--- src/rtl/mac_pkg.sv ---
// rtl/mac_pkg.sv - shared constants for the MAC pipeline and its result collector
//
// Purpose : latency, default data width and err bit positions used by the
//           result collector and anything that models the MAC pipeline.
// Ports   : none (package).
package mac_pkg;

    // Multiply takes 5 cycles and add takes 2.
    localparam int MAC_LATENCY = 7;
    localparam int MAC_WIDTH   = 32;

    localparam int ERR_OVF  = 0;
    localparam int ERR_SPUR = 1;

endpackage

--- src/rtl/mac_result_fifo.sv ---
// rtl/mac_result_fifo.sv - first-word-fall-through result storage
//
// Purpose : DEPTH-entry FWFT FIFO. The head is read combinationally, so
//           head_data is valid in the same cycle head_valid is high.
// Ports   : clk, aclr         clock, synchronous active-high reset
//           push, push_data   write request and data
//           pop               advance head (ignored while empty)
//           head_valid        FIFO not empty
//           head_data         mem[rd_ptr]
//           count             occupancy, AW+1 bits
//           full              count == DEPTH
module mac_result_fifo #(
    parameter int WIDTH = 32,
    parameter int DEPTH = 8,
    parameter int AW    = $clog2(DEPTH)
) (
    input  logic             clk,
    input  logic             aclr,
    input  logic             push,
    input  logic [WIDTH-1:0] push_data,
    input  logic             pop,
    output logic             head_valid,
    output logic [WIDTH-1:0] head_data,
    output logic [AW:0]      count,
    output logic             full
);

    logic [WIDTH-1:0] mem [DEPTH];
    logic [AW-1:0]    wr_ptr;
    logic [AW-1:0]    rd_ptr;
    logic             pop_en;
    logic             wr_en;

    assign head_valid = (count != '0);
    assign head_data  = mem[rd_ptr];
    assign full       = (count == (AW+1)'(DEPTH));

    assign pop_en = pop && head_valid;
    // A write while full is only allowed when the head leaves in the same cycle.
    assign wr_en  = push && (!full || pop_en);

    always_ff @(posedge clk) begin
        if (aclr) begin
            wr_ptr <= '0;
            rd_ptr <= '0;
            count  <= '0;
        end else begin
            if (wr_en)  wr_ptr <= wr_ptr + 1'b1;
            if (pop_en) rd_ptr <= rd_ptr + 1'b1;
            count <= count + {{AW{1'b0}}, wr_en} - {{AW{1'b0}}, pop_en};
        end
    end

    // Storage has no reset; contents are don't-care while count is 0.
    always_ff @(posedge clk) begin
        if (wr_en) mem[wr_ptr] <= push_data;
    end

endmodule

--- src/rtl/mac_result_collector.sv ---
// rtl/mac_result_collector.sv - MAC pipeline tail: result capture and issue credits
//
// Purpose : captures every non-NOP pipeline result into a FWFT FIFO, presents
//           it on a valid/ready output and grants issue credits so the
//           non-stallable pipeline can never overflow the FIFO.
//           Optional macro MAC_COLLECT_ERR_EN enables sticky error flags.
// Ports   : clk, aclr                  clock, synchronous active-high reset
//           issue_valid, issue_ready   upstream launch handshake (credit)
//           res_nop, res_data          pipeline tail; res_nop=1 is a bubble
//           out_valid, out_ready       FIFO head handshake
//           out_data                   FIFO head data
//           fifo_count                 FIFO occupancy
//           err                        [0] overflow, [1] spurious result
module mac_result_collector
    import mac_pkg::*;
#(
    parameter int WIDTH = MAC_WIDTH,
    parameter int DEPTH = 8,
    parameter int AW    = $clog2(DEPTH)
) (
    input  logic             clk,
    input  logic             aclr,
    input  logic             issue_valid,
    output logic             issue_ready,
    input  logic             res_nop,
    input  logic [WIDTH-1:0] res_data,
    output logic             out_valid,
    input  logic             out_ready,
    output logic [WIDTH-1:0] out_data,
    output logic [AW:0]      fifo_count,
    output logic [1:0]       err
);

    // used = FIFO entries + ops still travelling through the pipeline.
    logic [AW:0] used;
    logic        issue_fire;
    logic        pop_fire;
    logic        push;
    logic        full;

    assign issue_ready = (used < (AW+1)'(DEPTH));
    assign issue_fire  = issue_valid && issue_ready;
    assign pop_fire    = out_valid && out_ready;
    // An overflowing result is dropped here rather than written.
    assign push        = !res_nop && (!full || pop_fire);

    always_ff @(posedge clk) begin
        if (aclr) begin
            used <= '0;
        end else begin
            used <= used + {{AW{1'b0}}, issue_fire} - {{AW{1'b0}}, pop_fire};
        end
    end

    mac_result_fifo #(
        .WIDTH (WIDTH),
        .DEPTH (DEPTH),
        .AW    (AW)
    ) u_fifo (
        .clk        (clk),
        .aclr       (aclr),
        .push       (push),
        .push_data  (res_data),
        .pop        (pop_fire),
        .head_valid (out_valid),
        .head_data  (out_data),
        .count      (fifo_count),
        .full       (full)
    );

`ifdef MAC_COLLECT_ERR_EN
    logic [1:0] err_q;

    always_ff @(posedge clk) begin
        if (aclr) begin
            err_q <= 2'b00;
        end else begin
            if (!res_nop && full && !pop_fire) err_q[ERR_OVF] <= 1'b1;
            // Every in-flight credit is already sitting in the FIFO, so this
            // result was never issued through the credit path.
            if (!res_nop && (fifo_count == used)) err_q[ERR_SPUR] <= 1'b1;
        end
    end

    assign err = err_q;
`else
    assign err = 2'b00;
`endif

endmodule

--- config.mk ---
export PLATFORM = sky130hd
export DESIGN_NAME = mac_result_collector
export DESIGN_NICKNAME = d
export VERILOG_FILES = /design/src/rtl/mac_pkg.sv /design/src/rtl/mac_result_fifo.sv /design/src/rtl/mac_result_collector.sv
export SDC_FILE = /design/constraint.sdc
export NUM_CORES = 1
export LEC_CHECK = 0
export ABC_AREA = 1
export BUFFER_PORTS_ARGS = -buffer_cell sky130_fd_sc_hd__clkbuf_2
export CAP_MARGIN = 20
export CORE_UTILIZATION = 45
export CTS_CLUSTER_SIZE = 30
export DETAILED_ROUTE_END_ITERATION = 6
export GPL_TIMING_DRIVEN = 0
export SYNTH_ARGS = -nofsm -noshare
export SYNTH_HDL_FRONTEND = slang
export SYNTH_SLANG_ARGS = --single-unit
--- constraint.sdc ---
create_clock -name clk -period 4.2 [get_ports clk]
set_input_delay 0.21 -clock clk [delete_from_list [all_inputs] [get_ports clk]]
set_output_delay 0.21 -clock clk [all_outputs]
set_load 0.02 [all_outputs]
==> results.yml, run 1 <==
layout:
  utilization_pct: 56.05
  drive_above_1_share_pct: 16.12
  fillers: 2036
  stdcell_count: 1411
  final_design_area_no_fill_sq_mm: 0.01328
  n_antenna_cell: 0
  area_growth_syn_to_layout_pct: 20.87
  finalNetCount: 1121
logic_synthesis:
  synthTopCellsByArea: "edfxtp_1 70%, nor2_1 7.4%, o21ai_0 5.8%"
  synthTopCellsByCount: "256 x edfxtp_1, 216 x nor2_1, 128 x o21ai_0"
  yosysWarnings: 0
  synth_top_area_share_pct: 69.99
  synth_cells: 915
  ys_seq_elements: 273
  yosys_most_used_dff: "edfxtp_1"
  ys_seq_area_share_pct: 73.09
  synth_area_leader_cell: "edfxtp_1"
  yosysUniqueCellTypes: 25
  yosys.cell_count.top_type: "edfxtp_1"
  synth-edff-count: 256
  syn_area_sq_mm: 0.01098
  synth-async-reset-ratio_pct: 0
  avgSynthCellArea_sq_um: 12.00
worst_setup_path:
  worstPathCellList: "inv_1 > ha_1 > nand2_1 > nand2_2 > nand2_2 > nand2_1 > nor3_2 > buf_6 > buf_6"
  crit_path_end_kind: "flip-flop"
  cp.arrival_ns: 2.83
  reg2reg_from: "u_fifo.count[2]"
  r2r_slack_ns: 1.61
  cp_slowest_cell: "nor3_2"
  rr_endpoint: "u_fifo.mem[0][23]"
  critPathKind: "reg2reg"
  setup.worst_path.start: "u_fifo.count[2]"
  required_ns: 4.44
  cp_max_fo: 10
  crit_buf_inv: 3
  critPathMaxStageDelay_ns: 0.72
  crit_path_start_kind: "flip-flop"
  crit_family: "simple AND/OR/NAND/NOR gates"
  r2r_cells: 9
global_route:
  grt_pass1_vias: 6757
  grt_pass1_wl_mm: 37.70
  grt_use_total_pct: 20.25
  met1_usage_pct: 27.92
  use_met3_pct: 2.874
  grt_max_degree: 21
  grt_util_met2_pct: 34.04
  antenna_found_initial: 0
  overflow: 0
  grt-busiest-layer: "met2"
sta:
  slew_headroom_pct: 39.66
  clock_skew_ns: 0.01089
  max_freq_mhz: 385.4
  maxSlewViolCount: 0
  finalCriticalPeriod_ns: 2.595
  rsz0062_at_grt: "false"
  hold_viol: 0
  fin_crit_sh_pct: 61.78
  setup_viol: 0
  tns_ns: 0
  worstMarginPinSlew_ns: 0.9002
clock_network:
  cts_resized: 0
  cts_buffers: 29
  cts_buffer_depth: 3
  cts_tree: "built"
  ctsHtreeMaxLevel: 1
  clk_latency_ns: 0.54
  clk_pin_slew_ns: 0.06
  root_buffer: "clkbuf_16"
  cts.sink_count: 273
routing:
  first_pass_iters: 5
  vias: 7102
  avgViaCountPerCell: 5.033
  drt_iter0_drc: 580
  drc: 0
  wire_per_inst_um: 17.48
  wl_mm: 24.67
  ant_nets: 0
floorplan:
  fp.coreArea_sq_mm: 0.02368
  dieHeight_um: 158.2
  floorplan.die.width_um: 158.2
  die_area_sq_mm: 0.02504
  fp-row-count: 56
  io_pins: 77
  start_util_pct: 46.38
power_and_ir_drop:
  power_mw: 7.938
  p_leak_nw: 4.864
  ir_drop_v: 0.0003762
  power_density_mw_per_mm2: 597.9
placement:
  place_inst: 1325
  hpwl_mm: 16.18
  placed_area_sq_mm: 0.01203
  port_buffers: 74
  gp_congestion: 0.7440
run_status:
  status: "finished, final reports clean"
worst_hold_path:
  min_path_type: "in2reg"
  min_to: "u_fifo.wr_ptr[2]"
  hp-start: "res_nop"
  min_delay_path_depth: 5
job:
  max_cap_violations: 0
cells by family (layout without fill, tap and decap cells):
group / Yosys count / after routing / synth area share [%]
and+or+nand+nor: 342 / 342 / 11.93
adders and majority gates: 14 / 14 / 1.732
xor gates and xnor gates: 3 / 3 / 0.2393
DFF: 273 / 273 / 73.09
AOI/OAI and AO/OA: 202 / 202 / 9.205
other: 1 / 2 / 0.03414
buffers and inverters: 80 / 256 / 3.771
cells in the final DEF (no fill, tap or decap):
| cell | netlist | routed |
|---|---|---|
| a21oi_1 | 7 | 7 |
| and2_1 | 2 | 2 |
| buf_1 | 2 | 2 |
| buf_12 | 0 | 2 |
| buf_16 | 0 | 2 |
| buf_2 | 15 | 15 |
| buf_4 | 6 | 8 |
| buf_6 | 6 | 16 |
| buf_8 | 2 | 2 |
| bufinv_16 | 0 | 3 |
| clkbuf_1 | 16 | 22 |
| clkbuf_16 | 0 | 29 |
| clkbuf_2 | 4 | 78 |
| clkinv_1 | 0 | 4 |
| clkinv_2 | 0 | 8 |
| clkinvlp_4 | 0 | 3 |
| conb_1 | 1 | 2 |
| dfxtp_1 | 17 | 17 |
| dlygate4sd3_1 | 0 | 33 |
| edfxtp_1 | 256 | 256 |
| fa_1 | 2 | 2 |
| ha_1 | 12 | 12 |
| inv_1 | 29 | 29 |
| nand2_1 | 111 | 111 |
| nand2_2 | 2 | 2 |
| nand3_1 | 5 | 5 |
| nor2_1 | 216 | 212 |
| nor2_4 | 0 | 4 |
| nor3_1 | 5 | 1 |
| nor3_2 | 0 | 4 |
| nor3b_1 | 1 | 1 |
| o21ai_0 | 128 | 128 |
| o21ai_1 | 67 | 67 |
| xnor2_1 | 2 | 2 |
| xor2_1 | 1 | 1 |
worst max path at each step:
stage	endpoint	slack (ns)	cells after the start
final	u_fifo.mem[0][23]	1.61	9
after global routing	u_fifo.mem[0][22]	1.41	9
after CTS	u_fifo.mem[0][21]	1.54	9
after detailed placement	u_fifo.mem[0][23]	1.56	9
after global placement	u_fifo.mem[0][23]	-1.60	7
after floorplan	u_fifo.mem[6][0]	0.22	7
metal layers:
| layer | vias up | routed length, um |
|---|---|---|
| li1 | 3489 | - |
| met1 | 3394 | 11250 |
| met2 | 181 | 11820 |
| met3 | 38 | 1168 |
| met4 | 0 | 426 |
| met5 | - | 0 |
sequential cells by signal, indices dropped and copies added (netlist names), named ones only:
name	flops
u_fifo.count	4
u_fifo.mem	256
u_fifo.rd_ptr	3
u_fifo.wr_ptr	3
used	4
cell type report:
type	count	area, sq um	area share, %
sequential	273	8028	60.47
clock buffer	35	748.2	5.636
multi-input combinational	563	2595	19.55
timing repair buffer	123	923.4	6.956
clock inverter	18	167.7	1.263
tap	319	399.1	3.007
inverter	29	108.9	0.8200
buffer	51	305.3	2.300
timing repair:
action,4_1_cts,5_1_grt
buffers inserted,0,0
hold buffers,33,0
hold endpoints to repair,262,0
where the power goes:
group | switching (mW) | internal, mW
Combinational | 1.52 | 0.741
Clock | 1.00 | 1.45
Sequential | 0.0600 | 3.17
Total | 2.58 | 5.35
worst min-delay path: stages:
cell,delay (ns)
clkbuf_2,0.09
nor2_1,0.05
nand3_1,0.08
nand2_1,0.05
nor2_1,0.07
metrics by stage:
step	setup slack (ns)	hold WS [ns]
2_1_floorplan	0.2239	0.2812
3_3_place_gp	-1.602	0.4779
3_5_place_dp	1.559	0.4767
4_1_cts	1.541	0.03018
5_1_grt	1.412	0.06894
6_report	1.605	0.04444
Note: power is estimated with default switching activity, not from simulation.
==> run 2: changes to the inputs <==
Clock period 4.2 ns to 2.35 ns, I/O delays scaled along.
==> results.yml, run 2 (synthesized netlist as in run 1, its figures left out) <==
run_status:
  status: "finished, final reports clean"
floorplan:
  floorplan.die.width_um: 158.2
  dieHeight_um: 158.2
  start_util_pct: 46.38
  fp-row-count: 56
  die_area_sq_mm: 0.02504
  fp.coreArea_sq_mm: 0.02368
  io_pins: 77
sta:
  whs_ns: 0.2146
  slew_headroom_pct: 46.95
  hold_viol: 0
  setup_viol: 0
  maxSlewViolCount: 0
  max_freq_mhz: 450.9
  clock_skew_ns: 0.01370
  fin_crit_sh_pct: 94.38
  worstMarginPinSlew_ns: 0.7932
  final.setup.worst_slack_ns: 0.1320
  finalCriticalPeriod_ns: 2.218
worst_setup_path:
  required_ns: 2.23
  r2r_cells: 8
  crit_path_start_kind: "flip-flop"
  cp_common_cell: "nand2_1"
  reg2reg_from: "u_fifo.count[2]"
  cp_slowest_cell: "dfxtp_1"
  critPathMaxStageDelay_ns: 0.35
  crit_path_end_kind: "primary output"
  worstPathCellList: "clkbuf_4 > buf_2 > o21ai_0 > o21ai_1 > nand2_1 > nand2_1 > clkbuf_2"
  critPathKind: "reg2out"
  cp_max_fo: 10
  cp.arrival_ns: 2.10
global_route:
  overflow: 0
  grt_max_degree: 24
  grt_pass1_wl_mm: 38.63
  grt_pass1_vias: 6934
  grt_use_total_pct: 20.86
  antenna_found_initial: 0
clock_network:
  clk_latency_ns: 0.54
  root_buffer: "clkbuf_16"
  cts_buffer_depth: 3
  cts_buffers: 29
  cts_tree: "built"
  cts.sink_count: 273
  ctsHtreeMaxLevel: 1
  clk_pin_slew_ns: 0.06
power_and_ir_drop:
  ir_drop_v: 0.0006385
  p_leak_nw: 5.025
  power_density_mw_per_mm2: 1079
layout:
  drive_above_1_share_pct: 17.79
  layout_commonest_cell: "edfxtp_1"
  largest_register_ffs: 256
  area_growth_syn_to_layout_pct: 23.78
  finalNetCount: 1125
  reg.largest.list: "u_fifo.mem (256), u_fifo.count (4), used (4)"
  largest-register: "u_fifo.mem"
  n_antenna_cell: 0
  final_cell_mix: "256 x edfxtp_1, 212 x nor2_1, 126 x o21ai_0"
  final_design_area_no_fill_sq_mm: 0.01359
job:
  max_cap_violations: 0
routing:
  avgViaCountPerCell: 5.093
  wl_mm: 25.23
  ant_nets: 0
  vias: 7206
  drc: 0
  wire_per_inst_um: 17.83
  first_pass_iters: 5
  drt_iter0_drc: 506
worst_hold_path:
  hp-start: "issue_valid"
  min_delay_path_depth: 7
  min_path_type: "in2reg"
placement:
  hpwl_mm: 16.07
  placed_area_sq_mm: 0.01213
  post-place-ws_ns: -0.1311
  port_buffers: 74
  gp_congestion: 0.7540
==> run 2: cell count changes in the layout (fill, tap and decap cells not counted), sizes merged, moves of 2 or more <==
| cell | delta |
|---|---|
| clkinvlp | -3 |
| clkbuf | +9 |
| clkinv | -9 |
| buf | +2 |
| dlygate4sd3 | +2 |
| bufinv | +2 |
==> run 2: path summary, 6_finish.rpt <==
kind | to | slack [ns]
worst min-delay path | used[0] | 0.21
worst min register to register | u_fifo.rd_ptr[0] | 0.50
worst max-delay path | out_data[3] | 0.13
worst max register to register | u_fifo.mem[0][19] | 0.16
==> run 2: area by class of cell <==
type                       instances  area, sq um
clock inverter                     9        171.4
inverter                          29        108.9
buffer                            51        340.3
clock buffer                      44        822.0
timing repair buffer             127         1077
tap                              319        399.1
multi-input combinational        563         2645
fill                            1949        10090
sequential                       273         8030
==> run 2: through the flow <==
stage               power (mW)    TNS [ns]  instances  utilization, %
floorplan                8.560           0        916               -
global placement         9.835     -103.90       1309           50.05
detailed placement       9.958      -4.785       1321           51.21
CTS                      14.75           0       1414           57.25
global route             15.46  -0.0005138       1415           57.40
finish                   14.67           0       1415           57.40
==> run 2: per-layer routing <==
| layer | track usage, % | vias to the layer above | wire [um] |
|---|---|---|---|
| li1 | - | 3505 | - |
| met1 | 28.96 | 3440 | 11260 |
| met2 | 34.63 | 225 | 12080 |
| met3 | 3.258 | 36 | 1460 |
| met4 | 4.579 | 0 | 433 |
| met5 | 0 | - | 0 |
==> run 2: repair_timing <==
item,CTS,global route
setup buffers,5,1
gates resized for setup,9,26
pin swaps,4,2
hold buffers,35,0
hold endpoints to repair,267,0
endpoints found under the setup margin,99,57
==> run 2: report_power, final <==
part | switching, mW | internal, mW | leakage (nW)
registers | 0.117 | 5.66 | 2.46
logic | 2.74 | 1.41 | 2.08
clock network | 1.80 | 2.95 | 0.481
total | 4.66 | 10.0 | 5.02
==> run 2: critical path, delay by kind of cell (launching register included) <==
kind,cells,cell delay [ns]
DFF,1,0.35
and+or+nand+nor,2,0.21
AOI/OAI and AO/OA,2,0.31
buffers and inverters,3,0.70
==> run 3: changes to the inputs <==
Settings changed: CORE_UTILIZATION 45 to 50, PLACE_DENSITY set to 0.71, SLEW_MARGIN set to 20.
==> results.yml, run 3 (synthesized netlist as in run 1, its figures left out) <==
worst_setup_path:
  reg2reg_from: "u_fifo.count[2]"
  critPathKind: "reg2out"
  crit_path_start_kind: "flip-flop"
  cp.arrival_ns: 2.08
  r2r_slack_ns: 0.17
  cp_max_fo: 10
  crit_path_end_kind: "primary output"
  required_ns: 2.23
worst_hold_path:
  hp-start: "issue_valid"
  min_path_type: "in2reg"
routing:
  vias: 7313
  wl_mm: 25.53
  ant_nets: 0
  drc: 0
  wire_per_inst_um: 18.59
  drt_iter0_drc: 674
  avgViaCountPerCell: 5.326
  first_pass_iters: 5
floorplan:
  fp.coreArea_sq_mm: 0.02129
  die_area_sq_mm: 0.02256
  io_pins: 77
  fp-row-count: 53
  floorplan.die.width_um: 150.2
  start_util_pct: 51.60
  dieHeight_um: 150.2
placement:
  gp_congestion: 0.7696
  place_inst: 1274
  port_buffers: 74
  hpwl_mm: 15.22
  post-place-ws_ns: -0.3273
  placed_area_sq_mm: 0.01195
global_route:
  antenna_found_initial: 0
  grt_max_degree: 21
  grt_pass1_vias: 7210
  overflow: 0
  grt_pass1_wl_mm: 38.80
  grt_use_total_pct: 23.18
clock_network:
  cts_tree: "built"
  clk_pin_slew_ns: 0.06
  cts_buffer_depth: 3
  ctsHtreeMaxLevel: 1
  cts.sink_count: 273
  clk_latency_ns: 0.54
  root_buffer: "clkbuf_16"
  cts_buffers: 28
sta:
  whs_ns: 0.2155
  clock_skew_ns: 0.01174
  max_freq_mhz: 454.5
  finalCriticalPeriod_ns: 2.200
  final.setup.worst_slack_ns: 0.1496
  maxSlewViolCount: 0
  rsz0062_at_grt: "false"
  hold_viol: 0
  worstMarginPinSlew_ns: 0.5409
  fin_crit_sh_pct: 93.64
  tns_ns: 0
  setup_viol: 0
  slew_headroom_pct: 63.82
layout:
  drive_above_1_share_pct: 18.12
  area_growth_syn_to_layout_pct: 21.90
  multi_input_area_sq_mm: 0.002684
  stdcell_count: 1373
  finalNetCount: 1132
  reg.largest.list: "u_fifo.mem (256), u_fifo.count (4), used (4)"
  final_cell_mix: "256 x edfxtp_1, 212 x nor2_1, 128 x o21ai_0"
  largest_register_ffs: 256
  largest-register: "u_fifo.mem"
  fillers: 1596
  ff_latch_area_sq_mm: 0.008031
  n_antenna_cell: 0
  utilization_pct: 62.89
  layout_commonest_cell: "edfxtp_1"
  final_design_area_no_fill_sq_mm: 0.01339
power_and_ir_drop:
  power_mw: 14.09
  p_leak_nw: 4.958
  p_switching_mw: 4.610
  clkPwrFrac_pct: 29.6
  switching_share_pct: 32.71
  combPwrFrac_pct: 29.4
  power_density_mw_per_mm2: 1053
  ir_drop_v: 0.0007258
  seqPwrFrac_pct: 41.0
  p_int_mw: 9.484
job:
  max_cap_violations: 0
run_status:
  status: "finished, final reports clean"
==> run 3: cell types whose count changed in the layout (fill, tap and decap cells not counted), moves of 3 or more <==
| cell | change |
|---|---|
| buf_4 | +7 |
| clkbuf_8 | -4 |
| buf_16 | -6 |
| buf_8 | +5 |
| clkinv_1 | +6 |
| clkbuf_1 | -5 |
| nor2_4 | +3 |
| clkbuf_2 | +4 |
| bufinv_16 | -3 |
| clkbuf_4 | -4 |
==> run 3: path summary, 6_finish.rpt <==
check / to / cells after the start
worst min register to register: u_fifo.rd_ptr[1] / 2
worst max register to register: u_fifo.count[2] / 11
worst max-delay path: out_data[31] / 7
worst min-delay path: used[0] / 7
==> run 3: power groups by stage <==
stage	Combinational [mW]	Sequential (mW)	Clock [mW]
after floorplan	2.67	5.89	0
after global placement	3.88	5.88	0
after detailed placement	4.02	5.88	0
after CTS	4.14	5.78	4.20
after global routing	4.62	5.81	4.39
final	4.14	5.78	4.17
==> run 3: area by class of cell <==
type,count,area share [%]
plain buffers,51,2.439
clock buffers,34,5.561
clock inverters,13,0.8037
inverters,29,0.8131
multi-input cells,566,20.05
flip-flops and latches,273,59.99
well taps,275,2.570
repair buffers,132,7.776
==> run 3: routing by layer <==
metal	GRT usage, %	share of wire (%)	up-vias	routed length [um]
li1	-	-	3521	-
met1	29.86	42	3493	10630
met2	40.79	50	258	12670
met3	3.636	6.6	41	1696
met4	6.212	2.1	0	533
met5	0	0	-	0
==> run 3: timing repair <==
| item | 4_1_cts | 5_1_grt |
|---|---|---|
| buffers inserted | 12 | 2 |
| hold buffers | 35 | 0 |
| endpoints found under the hold margin | 266 | 0 |
| pin swaps | 8 | 2 |
| gates resized for setup | 11 | 19 |
| endpoints found under the setup margin | 151 | 54 |
| gates cloned | 3 | 0 |
==> run 3: worst max-delay path, cell delays in order, from the launching register on <==
cell,delay (ns)
dfxtp_1,0.35
buf_2,0.25
clkbuf_4,0.28
o21ai_0,0.12
o21ai_0,0.17
nand2_1,0.07
nand2_1,0.12
clkbuf_2,0.18
